--- config.mk ---
export PLATFORM = sky130hd
export DESIGN_NAME = vga_pattern_gen_flat
export DESIGN_NICKNAME = d
export VERILOG_FILES = /design/src/rtl/vga_pkg.sv /design/src/rtl/vga_pattern_gen_if.sv /design/src/rtl/vga_box_animator.sv /design/src/rtl/vga_pattern_gen.sv /design/src/flat_wrapper.sv
export SDC_FILE = /design/constraint.sdc
export NUM_CORES = 1
export LEC_CHECK = 0
export CORE_MARGIN = 1
export CORE_UTILIZATION = 27
export CTS_CLUSTER_DIAMETER = 60
export CTS_CLUSTER_SIZE = 24
export DETAILED_ROUTE_END_ITERATION = 8
export DONT_BUFFER_PORTS = 1
export SYNTH_ARGS = -nofsm -noshare
export SYNTH_HDL_FRONTEND = slang
export SYNTH_SLANG_ARGS = --single-unit
--- constraint.sdc ---
create_clock -name vga_clk_in -period 8 [get_ports vga_clk_in]
set_input_delay 1.6 -clock vga_clk_in [delete_from_list [all_inputs] [get_ports vga_clk_in]]
set_output_delay 1.6 -clock vga_clk_in [all_outputs]
set_load 0.03 [all_outputs]
--- src/rtl/vga_pkg.sv ---
// rtl/vga_pkg.sv - shared defaults, pattern encoding and colour helpers for the VGA pattern generator
package vga_pkg;

  localparam int H_ACTIVE_DEF = 640;
  localparam int V_ACTIVE_DEF = 480;
  localparam int BOX_SIZE_DEF = 32;

  typedef enum logic [1:0] {
    PAT_BLACK = 2'd0,
    PAT_BARS  = 2'd1,
    PAT_CHECK = 2'd2,
    PAT_GRAD  = 2'd3
  } pattern_t;

  typedef struct packed {
    logic [7:0] r;
    logic [7:0] g;
    logic [7:0] b;
  } rgb_t;

  localparam rgb_t RGB_BLACK = '0;
  localparam rgb_t RGB_WHITE = '1;

  // Bar order white, yellow, cyan, green, magenta, red, blue, black.
  function automatic rgb_t bar_colour(input logic [2:0] idx);
    rgb_t c;
    c.r = {8{~idx[1]}};
    c.g = {8{~idx[2]}};
    c.b = {8{~idx[0]}};
    return c;
  endfunction

endpackage

--- src/rtl/vga_pattern_gen_if.sv ---
// rtl/vga_pattern_gen_if.sv - timing input and pixel output bundle of the pattern generator
interface vga_pattern_gen_if;

  logic        h_sync_in;
  logic        v_sync_in;
  logic [10:0] horizontal_position_in;
  logic [9:0]  vertical_position_in;

  logic        h_sync_out;
  logic        v_sync_out;
  logic        blank_n_out;
  logic [7:0]  red_out;
  logic [7:0]  green_out;
  logic [7:0]  blue_out;
  logic        frame_start_out;

  modport master (
    output h_sync_in, v_sync_in, horizontal_position_in, vertical_position_in,
    input  h_sync_out, v_sync_out, blank_n_out, red_out, green_out, blue_out, frame_start_out
  );

  modport slave (
    input  h_sync_in, v_sync_in, horizontal_position_in, vertical_position_in,
    output h_sync_out, v_sync_out, blank_n_out, red_out, green_out, blue_out, frame_start_out
  );

endinterface

--- src/rtl/vga_box_animator.sv ---
// rtl/vga_box_animator.sv - bouncing box position, advanced one pixel per enabled frame boundary
module vga_box_animator
  import vga_pkg::*;
#(
  parameter int H_ACTIVE = H_ACTIVE_DEF,
  parameter int V_ACTIVE = V_ACTIVE_DEF,
  parameter int BOX_SIZE = BOX_SIZE_DEF
) (
  input  logic        clk,
  input  logic        rst_n,
  input  logic        step,
  output logic [10:0] box_x,
  output logic [9:0]  box_y
);

  localparam logic [10:0] X_MAX = 11'(H_ACTIVE - BOX_SIZE);
  localparam logic [9:0]  Y_MAX = 10'(V_ACTIVE - BOX_SIZE);

  // Direction bit: 0 = moving positive, 1 = moving negative.
  logic        dir_x, dir_y;
  logic        dir_x_next, dir_y_next;
  logic [10:0] x_next;
  logic [9:0]  y_next;

  // A flip at an edge still takes the step, now in the new direction.
  always_comb begin
    dir_x_next = dir_x ^ (dir_x ? (box_x == 11'd0) : (box_x == X_MAX));
    dir_y_next = dir_y ^ (dir_y ? (box_y == 10'd0) : (box_y == Y_MAX));
    x_next     = dir_x_next ? box_x - 11'd1 : box_x + 11'd1;
    y_next     = dir_y_next ? box_y - 10'd1 : box_y + 10'd1;
  end

  always_ff @(posedge clk or negedge rst_n) begin
    if (!rst_n) begin
      box_x <= '0;
      box_y <= '0;
      dir_x <= 1'b0;
      dir_y <= 1'b0;
    end else if (step) begin
      box_x <= x_next;
      box_y <= y_next;
      dir_x <= dir_x_next;
      dir_y <= dir_y_next;
    end
  end

endmodule

--- src/rtl/vga_pattern_gen.sv ---
// rtl/vga_pattern_gen.sv - two-stage test pattern generator with bouncing white box overlay
module vga_pattern_gen
  import vga_pkg::*;
#(
  parameter int H_ACTIVE = H_ACTIVE_DEF,
  parameter int V_ACTIVE = V_ACTIVE_DEF,
  parameter int BOX_SIZE = BOX_SIZE_DEF
) (
  input  logic              vga_clk_in,
  input  logic              reset_in,
  input  logic [1:0]        pattern_sel_in,
  input  logic              box_en_in,
  vga_pattern_gen_if.slave  vid
);

  logic        boundary;
  pattern_t    pat_q;
  logic [10:0] box_x;
  logic [9:0]  box_y;

  logic [10:0] h1;
  logic [9:0]  v1;
  logic        hs1, vs1, vis1, fs1, box_en1;

  logic        in_box;
  logic [2:0]  bar_idx;
  rgb_t        px;

  assign boundary = (vid.horizontal_position_in == 11'd0) &&
                    (vid.vertical_position_in == 10'(V_ACTIVE));

  // The boundary sample is never visible, so latching here cannot tear a frame.
  always_ff @(posedge vga_clk_in or negedge reset_in) begin
    if (!reset_in) pat_q <= PAT_BLACK;
    else if (boundary) pat_q <= pattern_t'(pattern_sel_in);
  end

  vga_box_animator #(
    .H_ACTIVE (H_ACTIVE),
    .V_ACTIVE (V_ACTIVE),
    .BOX_SIZE (BOX_SIZE)
  ) u_box (
    .clk   (vga_clk_in),
    .rst_n (reset_in),
    .step  (boundary && box_en_in),
    .box_x (box_x),
    .box_y (box_y)
  );

  always_ff @(posedge vga_clk_in or negedge reset_in) begin
    if (!reset_in) begin
      h1      <= '0;
      v1      <= '0;
      hs1     <= 1'b1;
      vs1     <= 1'b1;
      vis1    <= 1'b0;
      fs1     <= 1'b0;
      box_en1 <= 1'b0;
    end else begin
      h1      <= vid.horizontal_position_in;
      v1      <= vid.vertical_position_in;
      hs1     <= vid.h_sync_in;
      vs1     <= vid.v_sync_in;
      vis1    <= (vid.horizontal_position_in < 11'(H_ACTIVE)) &&
                 (vid.vertical_position_in < 10'(V_ACTIVE));
      fs1     <= boundary;
      box_en1 <= box_en_in;
    end
  end

  assign in_box  = ({1'b0, h1} >= {1'b0, box_x}) &&
                   ({1'b0, h1} <  {1'b0, box_x} + 12'(BOX_SIZE)) &&
                   ({1'b0, v1} >= {1'b0, box_y}) &&
                   ({1'b0, v1} <  {1'b0, box_y} + 11'(BOX_SIZE));
  assign bar_idx = 3'(h1 / 11'(H_ACTIVE / 8));

  always_comb begin
    px = RGB_BLACK;
    if (vis1) begin
      if (box_en1 && in_box) begin
        px = RGB_WHITE;
      end else begin
        case (pat_q)
          PAT_BARS:  px = bar_colour(bar_idx);
          PAT_CHECK: px = (h1[5] ^ v1[5]) ? RGB_BLACK : RGB_WHITE;
          PAT_GRAD:  px = '{r: h1[7:0], g: v1[7:0], b: h1[9:2]};
          default:   px = RGB_BLACK;
        endcase
      end
    end
  end

  always_ff @(posedge vga_clk_in or negedge reset_in) begin
    if (!reset_in) begin
      vid.h_sync_out      <= 1'b1;
      vid.v_sync_out      <= 1'b1;
      vid.blank_n_out     <= 1'b0;
      vid.red_out         <= '0;
      vid.green_out       <= '0;
      vid.blue_out        <= '0;
      vid.frame_start_out <= 1'b0;
    end else begin
      vid.h_sync_out      <= hs1;
      vid.v_sync_out      <= vs1;
      vid.blank_n_out     <= vis1;
      vid.red_out         <= px.r;
      vid.green_out       <= px.g;
      vid.blue_out        <= px.b;
      vid.frame_start_out <= fs1;
    end
  end

endmodule

--- src/flat_wrapper.sv ---
// flat-port wrapper written by rule: the top's interface ports become plain ports
module vga_pattern_gen_flat import vga_pkg::*;
#(
  parameter int H_ACTIVE = H_ACTIVE_DEF,
  parameter int V_ACTIVE = V_ACTIVE_DEF,
  parameter int BOX_SIZE = BOX_SIZE_DEF
)
  (vga_clk_in, reset_in, pattern_sel_in, box_en_in, vid_h_sync_in, vid_v_sync_in, vid_horizontal_position_in, vid_vertical_position_in, vid_h_sync_out, vid_v_sync_out, vid_blank_n_out, vid_red_out, vid_green_out, vid_blue_out, vid_frame_start_out);
  vga_pattern_gen_if vid_i ();
  input  logic vga_clk_in;
  input  logic reset_in;
  input  logic [1:0] pattern_sel_in;
  input  logic box_en_in;
  input wire logic [$bits(vid_i.h_sync_in)-1:0] vid_h_sync_in;
  input wire logic [$bits(vid_i.v_sync_in)-1:0] vid_v_sync_in;
  input wire logic [$bits(vid_i.horizontal_position_in)-1:0] vid_horizontal_position_in;
  input wire logic [$bits(vid_i.vertical_position_in)-1:0] vid_vertical_position_in;
  output wire logic [$bits(vid_i.h_sync_out)-1:0] vid_h_sync_out;
  output wire logic [$bits(vid_i.v_sync_out)-1:0] vid_v_sync_out;
  output wire logic [$bits(vid_i.blank_n_out)-1:0] vid_blank_n_out;
  output wire logic [$bits(vid_i.red_out)-1:0] vid_red_out;
  output wire logic [$bits(vid_i.green_out)-1:0] vid_green_out;
  output wire logic [$bits(vid_i.blue_out)-1:0] vid_blue_out;
  output wire logic [$bits(vid_i.frame_start_out)-1:0] vid_frame_start_out;
  assign vid_i.h_sync_in = vid_h_sync_in;
  assign vid_i.v_sync_in = vid_v_sync_in;
  assign vid_i.horizontal_position_in = vid_horizontal_position_in;
  assign vid_i.vertical_position_in = vid_vertical_position_in;
  assign vid_h_sync_out = vid_i.h_sync_out;
  assign vid_v_sync_out = vid_i.v_sync_out;
  assign vid_blank_n_out = vid_i.blank_n_out;
  assign vid_red_out = vid_i.red_out;
  assign vid_green_out = vid_i.green_out;
  assign vid_blue_out = vid_i.blue_out;
  assign vid_frame_start_out = vid_i.frame_start_out;
  vga_pattern_gen #(.H_ACTIVE(H_ACTIVE), .V_ACTIVE(V_ACTIVE), .BOX_SIZE(BOX_SIZE)) u_core (.vga_clk_in(vga_clk_in), .reset_in(reset_in), .pattern_sel_in(pattern_sel_in), .box_en_in(box_en_in), .vid(vid_i));
endmodule
==> impl_metrics.py, run 1 <==
metrics = {
    "yosys": {
        "ys_seq_area_share_pct": 40.3,
        "synth_fp_nets": 579,
        "syn_inst": 498,
        "synth-edff-count": 0,
        "ys_seq_elements": 79,
        "syn_area_um2": 4920,
        "synthArstFlopShare_pct": 100,
        "ys_types": 64,
        "syn_area_per_cell_um2": 9.88,
        "synthFlopType": "dfrtp_1",
        "ys_warn_count": 0,
    },
    "placed_design": {
        "dp_slack_ns": 4.34,
        "placed_cell_area_um2": 5100,
        "gp_congestion": 0.828,
        "placedCellCount": 704,
        "io_buffers": 0,
        "hpwl_um": 8670,
    },
    "timing": {
        "max_freq_mhz": 286,
        "final_max_slew_viol_count": 0,
        "finalSetupViolations": 0,
        "tns_ns": 0,
        "fin_crit_sh_pct": 43.7,
        "finClkSkew_ns": 0.0133,
        "hold_viol": 0,
        "hold_slack_ns": 0.357,
        "rsz0062_at_grt": "no",
        "min_period_ns": 3.50,
        "worstMarginPinSlew_ns": 0.980,
        "relSlewSlack_pct": 34.5,
        "fin_ws_ns": 4.50,
    },
    "cts": {
        "post_cts_resized": 0,
        "cts_made_buffers": 9,
        "cts_tree": "done",
        "htreeDepth": 3,
        "cts_setup_buffers": 0,
        "ctsHoldBuffers": 0,
        "cts_root_buf": "clkbuf_16",
        "clock_path_buffers": 2,
        "clk_pin_slew_ns": 0.07,
        "clkLatencyLatePin_ns": 0.34,
        "clock_sinks": 79,
    },
    "cells_and_area": {
        "stdcell_count": 720,
        "antenna_cells": 0,
        "final_layout_size_suffix_gt1_share_pct": 6.67,
        "fillers": 1780,
        "nNetsFinal": 571,
        "area_growth_pct": 9.56,
        "fin_util_pct": 30.7,
        "final_cell_area_um2": 5390,
    },
    "detailed_routing": {
        "dr.pass1.iters": 4,
        "wl_per_cell_um": 15.6,
        "vias_per_cell": 5.09,
        "drc": 0,
        "drtAntennaViolNets": 0,
        "drt_iter0_drc": 221,
        "drt_wl_total_um": 11300,
        "vias": 3666,
    },
    "grt": {
        "globalRouteTotalUtil_pct": 12.6,
        "grt_pass1_vias": 3701,
        "gr-total-overflow": 0,
        "grt_max_degree": 80,
        "grt_pass1_wl_um": 18300,
        "antenna_found_initial": 0,
    },
    "power_and_ir_drop": {
        "power_frac_clock_pct": 44.2,
        "p_sw_mw": 0.229,
        "p_total_mw": 0.883,
        "combPwrFrac_pct": 5.8,
        "switching_share_pct": 25.9,
        "vdd_drop_max_v": 0.000186,
        "internal_power_mw": 0.654,
        "power_frac_seq_pct": 50.0,
        "p_per_area_nw_per_um2": 164,
        "power_leakage_nw": 2.38,
    },
    "die": {
        "num_io_pins": 56,
        "coreArea_um2": 17500,
        "dieWidth_um": 137,
        "initial_core_util_pct": 28.1,
        "die_h_um": 137,
        "dieArea_um2": 18800,
        "rows": 48,
    },
    "hold_path": {
        "hold_depth": 0,
        "min_path_type": "flop to flop",
        "min_from": "u_core.vs1",
        "holdPathEnd": "u_core.vid.v_sync_out",
    },
    "critical_path": {
        "start_kind": "flop",
        "ff2ff_path_depth": 12,
        "arrival_ns": 3.72,
        "critPathRequiredTime_ns": 8.22,
        "cp_max_fo": 10,
        "crit_family": "compound AO/OA/AOI/OAI gates",
        "cpMaxStageDelayCell": "dfrtp_1",
        "max_stage_delay_ns": 0.49,
        "reg2reg_slack_ns": 4.50,
        "crit_buf_inv": 1,
        "path_class": "flop to flop",
        "reg2reg_from": "u_core.u_box.box_x[7]",
        "crit_top_cell": "xnor2_1",
        "crit_chain": "nor4_1 -> nand4_1 -> a2bb2oi_1 -> inv_1 -> fa_1 -> a21o_1 -> a311oi_1 -> a21oi_1 -> a211oi_1 -> xnor2_1 -> nor2_1 -> xnor2_1",
        "r2r-end": "u_core.u_box.box_x[10]",
        "cp-end-kind": "flop",
    },
    "run": {
        "cap_violations": 0,
    },
    "outcome": {
        "status": "finished clean",
    },
}
-- cell usage in the layout, fill, tap and decap left out, types with 8 or more instances in the layout --
| cell | instances |
|---|---|
| clkbuf_16 | 9 |
| xnor2_1 | 21 |
| o21ai_0 | 43 |
| nor4_1 | 8 |
| nor2_1 | 20 |
| and3_1 | 16 |
| nand3_1 | 11 |
| a31oi_1 | 12 |
| o31a_1 | 16 |
| nor2b_1 | 8 |
| nand2_1 | 41 |
| xor2_1 | 10 |
| ha_1 | 51 |
| nor3_1 | 10 |
| a21oi_1 | 23 |
| inv_1 | 33 |
| dfrtp_1 | 75 |
-- sequential cells by signal, indices dropped and copies added, names as in the netlist --
register                    count
u_core.u_box.box_y             10
u_core.h1                      11
u_core.vid.green_out            8
u_core.vid.blue_out             8
u_core.hs1                      1
u_core.u_box.dir_y              1
u_core.vs1                      1
u_core.v1                      10
u_core.box_en1                  1
u_core.fs1                      1
u_core.vis1                     1
u_core.vid.h_sync_out           1
u_core.u_box.dir_x              1
u_core.pat_q                    2
u_core.vid.blank_n_out          1
u_core.vid.v_sync_out           1
u_core.u_box.box_x             11
u_core.vid.frame_start_out      1
u_core.vid.red_out              8
-- cell usage after synthesis, types with 10 or more instances --
library cell   n  area, µm²
nor3_1        10       50.1
nor2_1        20       75.1
xor2_1        10       87.6
o21ai_0       43        215
dfrtp_1       75       1880
inv_1         33        124
o31a_1        16        140
a21oi_1       23        115
nand3_1       11       55.1
nand2_1       41        154
and3_1        16        100
ha_1          51        638
xnor2_1       21        184
a31oi_1       12       75.1
-- worst reg2reg max path: stages, from the launching register on --
cell       delay, ns
dfrtp_1         0.49
nor4_1          0.38
nand4_1         0.14
a2bb2oi_1       0.29
inv_1           0.26
fa_1            0.46
a21o_1          0.19
a311oi_1        0.34
a21oi_1         0.16
a211oi_1        0.33
xnor2_1         0.17
nor2_1          0.07
xnor2_1         0.12
-- worst max-delay path by stage --
stage	from	endpoint	depth (start not counted)
finish	u_core.u_box.box_x[7]	u_core.u_box.box_x[10]	12
floorplan	u_core.u_box.box_x[0]	u_core.u_box.box_x[10]	12
CTS	u_core.u_box.box_x[7]	u_core.u_box.box_x[10]	12
global placement	vid_horizontal_position_in[8]	u_core.u_box.box_y[1]	5
detailed placement	vid_horizontal_position_in[8]	u_core.u_box.box_y[1]	5
global route	u_core.u_box.box_x[7]	u_core.u_box.box_x[10]	12
-- power by group through the flow --
stage                     sequential, mW  clock (mW)  combinational [mW]
final                              0.441       0.390              0.0510
after global routing               0.444       0.421              0.0584
after CTS                          0.442       0.399              0.0510
after detailed placement           0.449           0              0.0504
after global placement             0.449           0              0.0485
after floorplan                    0.438           0              0.0505
-- kinds of logic (layout without fill, tap and decap cells) --
group,count (synthesis),in the layout,share of synthesized area [%]
buffers and inverters,52,49,4.50
XOR/XNOR,31,31,5.52
multiplexers,7,7,1.50
AND/OR/NAND/NOR,136,136,14.6
AO/OA/AOI/OAI,140,140,19.8
adder cells (fa/ha/maj),53,53,13.8
flip-flops,79,79,40.3
-- per-layer routing --
layer	up-vias	track usage (%)	share of wire (%)
met5	-	0	0
met4	0	4.15	1.7
met3	23	3.30	4.5
met2	77	22.3	50
met1	1761	14.7	44
li1	1805	-	-
-- cell type report --
| class | instances | area, µm² | share of cell area [%] |
|---|---|---|---|
| Sequential cell | 79 | 1980 | 36.8 |
| Clock inverter | 7 | 61.3 | 1.14 |
| Multi-Input combinational cell | 367 | 2720 | 50.4 |
| Inverter | 33 | 124 | 2.30 |
| Tap cell | 225 | 282 | 5.22 |
| Clock buffer | 9 | 225 | 4.18 |
Power figures use the tool's default switching activity.
==> run 2, diff against run 1 <==
clock period = 3 ns   (was 8 ns; I/O delays follow)
==> impl_metrics.py, run 2 (synthesis gave the netlist of run 1 again) <==
metrics = {
    "critical_path": {
        "arrival_ns": 3.08,
        "cp_num_cells": 12,
        "critPathRequiredTime_ns": 3.23,
        "cp_max_fo": 6,
        "crit_buf_inv": 1,
        "crit_family": "compound AO/OA/AOI/OAI gates",
        "crit_chain": "nor4_4 -> nand4_1 -> a2bb2oi_2 -> inv_2 -> fa_1 -> a21o_1 -> a311oi_2 -> a21oi_1 -> a211oi_2 -> xnor2_1 -> nor2_1 -> xnor2_1",
        "path_class": "flop to flop",
        "cpMaxStageDelayCell": "dfrtp_1",
        "cp-end-kind": "flop",
        "start_kind": "flop",
        "max_stage_delay_ns": 0.41,
        "crit_top_cell": "xnor2_1",
        "ff2ff_path_depth": 12,
    },
    "timing": {
        "hold_slack_ns": 0.0992,
        "fin_crit_sh_pct": 94.9,
        "relSlewSlack_pct": 58.0,
        "worstMarginPinSlew_ns": 0.629,
        "hold_viol": 0,
        "finClkSkew_ns": 0.00986,
        "finalSetupViolations": 0,
        "min_period_ns": 2.85,
        "max_freq_mhz": 351,
        "final_max_slew_viol_count": 0,
        "rsz0062_at_grt": "yes",
        "tns_ns": 0,
    },
    "die": {
        "num_io_pins": 56,
        "die_h_um": 137,
        "rows": 48,
        "coreArea_um2": 17500,
        "dieWidth_um": 137,
        "dieArea_um2": 18800,
        "initial_core_util_pct": 28.1,
    },
    "grt": {
        "grt_max_degree": 76,
        "gr-total-overflow": 0,
        "antenna_found_initial": 0,
        "grt_pass1_wl_um": 18400,
        "grt_pass1_vias": 3708,
        "globalRouteTotalUtil_pct": 13.0,
    },
    "cells_and_area": {
        "layout_commonest_cell": "dfrtp_1",
        "fin_util_pct": 32.7,
        "nNetsFinal": 603,
        "stdcell_count": 752,
        "antenna_cells": 0,
        "top_regs": "u_core.h1 x11, u_core.u_box.box_x x11",
        "final_layout_size_suffix_gt1_share_pct": 15.0,
        "final_cell_area_um2": 5730,
        "area_growth_pct": 16.5,
        "layout_common_cells": "dfrtp_1 (75), ha_1 (51), o21ai_0 (42)",
    },
    "power_and_ir_drop": {
        "p_sw_mw": 0.573,
        "power_leakage_nw": 2.57,
        "internal_power_mw": 1.77,
        "p_per_area_nw_per_um2": 409,
        "vdd_drop_max_v": 0.000453,
        "combPwrFrac_pct": 7.4,
        "power_frac_seq_pct": 49.7,
        "switching_share_pct": 24.4,
        "power_frac_clock_pct": 42.9,
    },
    "cts": {
        "cts_made_buffers": 9,
        "clock_sinks": 79,
        "cts_tree": "done",
        "clkLatencyLatePin_ns": 0.35,
        "clock_path_buffers": 2,
        "clk_pin_slew_ns": 0.06,
        "cts_root_buf": "clkbuf_16",
        "htreeDepth": 3,
        "cts_setup_buffers": 0,
    },
    "detailed_routing": {
        "drtAntennaViolNets": 0,
        "drt_wl_total_um": 11500,
        "drc": 0,
        "wl_per_cell_um": 15.3,
        "vias": 3735,
        "dr.pass1.iters": 4,
        "vias_per_cell": 4.97,
        "drt_iter0_drc": 170,
    },
    "placed_design": {
        "hpwl_um": 8880,
        "placed_cell_area_um2": 5340,
        "io_buffers": 0,
        "gp_congestion": 0.850,
        "placedCellCount": 735,
    },
    "run": {
        "cap_violations": 0,
    },
    "outcome": {
        "status": "finished clean",
    },
    "hold_path": {
        "min_path_type": "primary input to asynchronous set/reset pin",
    },
}
-- run 2: cell count changes in the layout (fill, tap and decap cells not counted), moves of 3 or more --
cell and change:
clkinv_2 +3, nor4_1 -3, buf_4 +31, inv_6 -3, nor4_4 +3, a21oi_2 +3, a21oi_1 -3
-- run 2: per-stage QoR --
| stage | total power, mW | setup WS [ns] |
|---|---|---|
| after CTS | 2.38 | 0.0216 |
| after floorplan | 1.30 | 0.000607 |
| after detailed placement | 1.34 | -0.109 |
| final | 2.34 | 0.153 |
| after global routing | 2.44 | -0.0284 |
| after global placement | 1.33 | -0.00709 |
-- run 2: power by group through the flow --
stage | sequential, mW | clock, mW | combinational (mW)
final | 1.17 | 1.01 | 0.174
after global routing | 1.17 | 1.07 | 0.196
after CTS | 1.17 | 1.03 | 0.176
after detailed placement | 1.18 | 0 | 0.152
after global placement | 1.18 | 0 | 0.146
after floorplan | 1.17 | 0 | 0.135
-- run 2: repair_timing --
item | CTS | global route
pin swaps | 0 | 3
setup endpoints to repair | 4 | 7
hold buffers | 1 | 0
resized for setup | 6 | 12
hold endpoints to repair | 75 | 0
-- run 2: path summary, 6_finish.rpt --
path	to	slack, ns	startpoint
max	u_core.u_box.box_x[10]	0.15	u_core.u_box.box_x[3]
min	u_core.vs1	0.1	reset_in
max reg2reg	u_core.u_box.box_x[10]	0.15	u_core.u_box.box_x[3]
min reg2reg	u_core.vid.h_sync_out	0.36	u_core.hs1
max in group asynchronous	u_core.h1[1]	2.55	reset_in
min in group vga_clk_in	u_core.hs1	0.25	vid_h_sync_in
-- run 2: cell type report --
type,count,area [µm²]
fill,1768,11800
multi-input combinational,367,2810
sequential,79,1980
tap,225,282
timing repair buffer,32,260
clock buffer,12,256
inverter,33,124
clock inverter,4,20.0
-- run 2: metal layers --
metal / global-route usage (%) / routed length [µm] / vias to the layer above
met5: 0 / 0 / -
met4: 5.13 / 201 / 0
met3: 3.59 / 466 / 12
met2: 21.7 / 5550 / 64
met1: 15.7 / 5300 / 1798
li1: - / - / 1861
==> run 3, diff against run 2 <==
CORE_MARGIN = 5   (was 1)
==> impl_metrics.py, run 3 (synthesis gave the netlist of run 1 again) <==
metrics = {
    "outcome": {
        "status": "finished clean",
    },
    "cts": {
        "cts_tree": "done",
        "clock_sinks": 79,
        "clock_path_buffers": 2,
        "htreeDepth": 3,
        "cts_root_buf": "clkbuf_16",
        "clk_pin_slew_ns": 0.07,
        "clkLatencyLatePin_ns": 0.34,
        "cts_made_buffers": 9,
    },
    "cells_and_area": {
        "nNetsFinal": 605,
        "area_growth_pct": 17.1,
        "fillers": 1793,
        "final_cell_area_um2": 5760,
        "fin_util_pct": 32.1,
        "top_regs": "u_core.h1 x11, u_core.u_box.box_x x11",
        "antenna_cells": 0,
        "layout_common_cells": "dfrtp_1 (75), ha_1 (51), o21ai_0 (43)",
        "layout_commonest_cell": "dfrtp_1",
        "final_layout_size_suffix_gt1_share_pct": 15.7,
        "multi_input_area_um2": 2810,
        "regArea_um2": 1980,
    },
    "critical_path": {
        "ff2ff_path_depth": 13,
        "critPathRequiredTime_ns": 3.22,
        "arrival_ns": 3.12,
        "path_class": "flop to flop",
        "cp_max_fo": 6,
        "cp-end-kind": "flop",
        "start_kind": "flop",
    },
    "timing": {
        "hold_viol": 0,
        "fin_ws_ns": 0.107,
        "min_period_ns": 2.89,
        "finalSetupViolations": 0,
        "worstMarginPinSlew_ns": 0.643,
        "max_freq_mhz": 346,
        "finClkSkew_ns": 0.0152,
        "final_max_slew_viol_count": 0,
        "relSlewSlack_pct": 57.0,
        "fin_crit_sh_pct": 96.4,
    },
    "die": {
        "num_io_pins": 56,
        "dieArea_um2": 21000,
        "coreArea_um2": 18000,
        "rows": 49,
        "initial_core_util_pct": 27.4,
        "dieWidth_um": 145,
        "die_h_um": 145,
    },
    "placed_design": {
        "hpwl_um": 9190,
        "io_buffers": 0,
        "dp_slack_ns": -0.119,
        "gp_congestion": 0.817,
        "placed_cell_area_um2": 5350,
    },
    "grt": {
        "globalRouteTotalUtil_pct": 11.0,
        "grt_pass1_wl_um": 19300,
        "grt_max_degree": 76,
        "gr-total-overflow": 0,
        "antenna_found_initial": 0,
        "grt_pass1_vias": 3771,
    },
    "detailed_routing": {
        "drt_iter0_drc": 123,
        "met1_length_um": 5300,
        "dr.pass1.iters": 6,
        "drtAntennaViolNets": 0,
        "drc": 0,
        "top_layer_used": "met4",
        "vias": 3737,
        "dr_wl_met2_um": 5720,
        "drt_wl_total_um": 11700,
        "vias_per_cell": 4.93,
        "wl_per_cell_um": 15.4,
        "dr_wl_met3_um": 486,
    },
    "power_and_ir_drop": {
        "p_per_area_nw_per_um2": 413,
        "power_leakage_nw": 2.57,
        "vdd_drop_max_v": 0.000362,
    },
    "run": {
        "cap_violations": 0,
    },
    "hold_path": {
        "min_path_type": "primary input to asynchronous set/reset pin",
    },
}
-- run 3: stage by stage --
step                      setup TNS (ns)  hold WS (ns)  instances  power [mW]
final                                  0         0.108        758        2.38
after global routing             -0.0654        0.0930        758        2.48
after CTS                              0        0.0985        757        2.41
after detailed placement          -0.190         0.308        740        1.34
after global placement           -0.0192         0.307        740        1.33
after floorplan                        0         0.304        498        1.30
-- run 3: layout make-up --
| class | count | share of cell area [%] |
|---|---|---|
| Multi-Input combinational cell | 367 | 48.7 |
| Sequential cell | 79 | 34.4 |
| Tap cell | 229 | 4.97 |
| Timing Repair Buffer | 34 | 4.78 |
| Clock buffer | 9 | 3.91 |
| Inverter | 33 | 2.15 |
| Clock inverter | 7 | 1.09 |
-- run 3: per-layer routing --
| layer | GRT usage [%] | vias to the layer above |
|---|---|---|
| met5 | 0 | - |
| met4 | 2.87 | 0 |
| met3 | 2.34 | 17 |
| met2 | 19.0 | 69 |
| met1 | 14.1 | 1778 |
| li1 | - | 1873 |
-- run 3: worst paths after layout --
kind	from	end	slack, ns
setup / recovery	u_core.u_box.box_x[3]	u_core.u_box.box_x[10]	0.11
hold / removal	reset_in	u_core.vid.h_sync_out	0.11
setup reg to reg	u_core.u_box.box_x[3]	u_core.u_box.box_x[10]	0.11
hold reg to reg	u_core.fs1	u_core.vid.frame_start_out	0.35
max in group asynchronous	reset_in	u_core.h1[3]	2.54
min in group vga_clk_in	vid_h_sync_in	u_core.hs1	0.26
-- run 3: power breakdown --
part / internal, mW / switching (mW) / total, mW
clock network: 0.579 / 0.463 / 1.04
logic: 0.0728 / 0.100 / 0.173
registers: 1.10 / 0.0655 / 1.17
total: 1.75 / 0.628 / 2.38
-- run 3: critical path: stages (launching register included) --
cell,delay (ns)
dfrtp_1,0.41
nor4_4,0.29
buf_4,0.15
a41oi_1,0.13
a2bb2oi_2,0.17
inv_2,0.12
ha_1,0.28
and2_1,0.18
a311oi_2,0.34
a21oi_2,0.12
a211oi_2,0.25
xnor2_1,0.15
nor2_1,0.06
xnor2_1,0.12
-- run 3: what timing repair did --
item | CTS | global route
gates resized for setup | 5 | 12
buffers inserted | 0 | 1
pin swaps | 0 | 4
hold buffers | 1 | 0
setup endpoints to repair | 3 | 7
hold endpoints to repair | 75 | 0
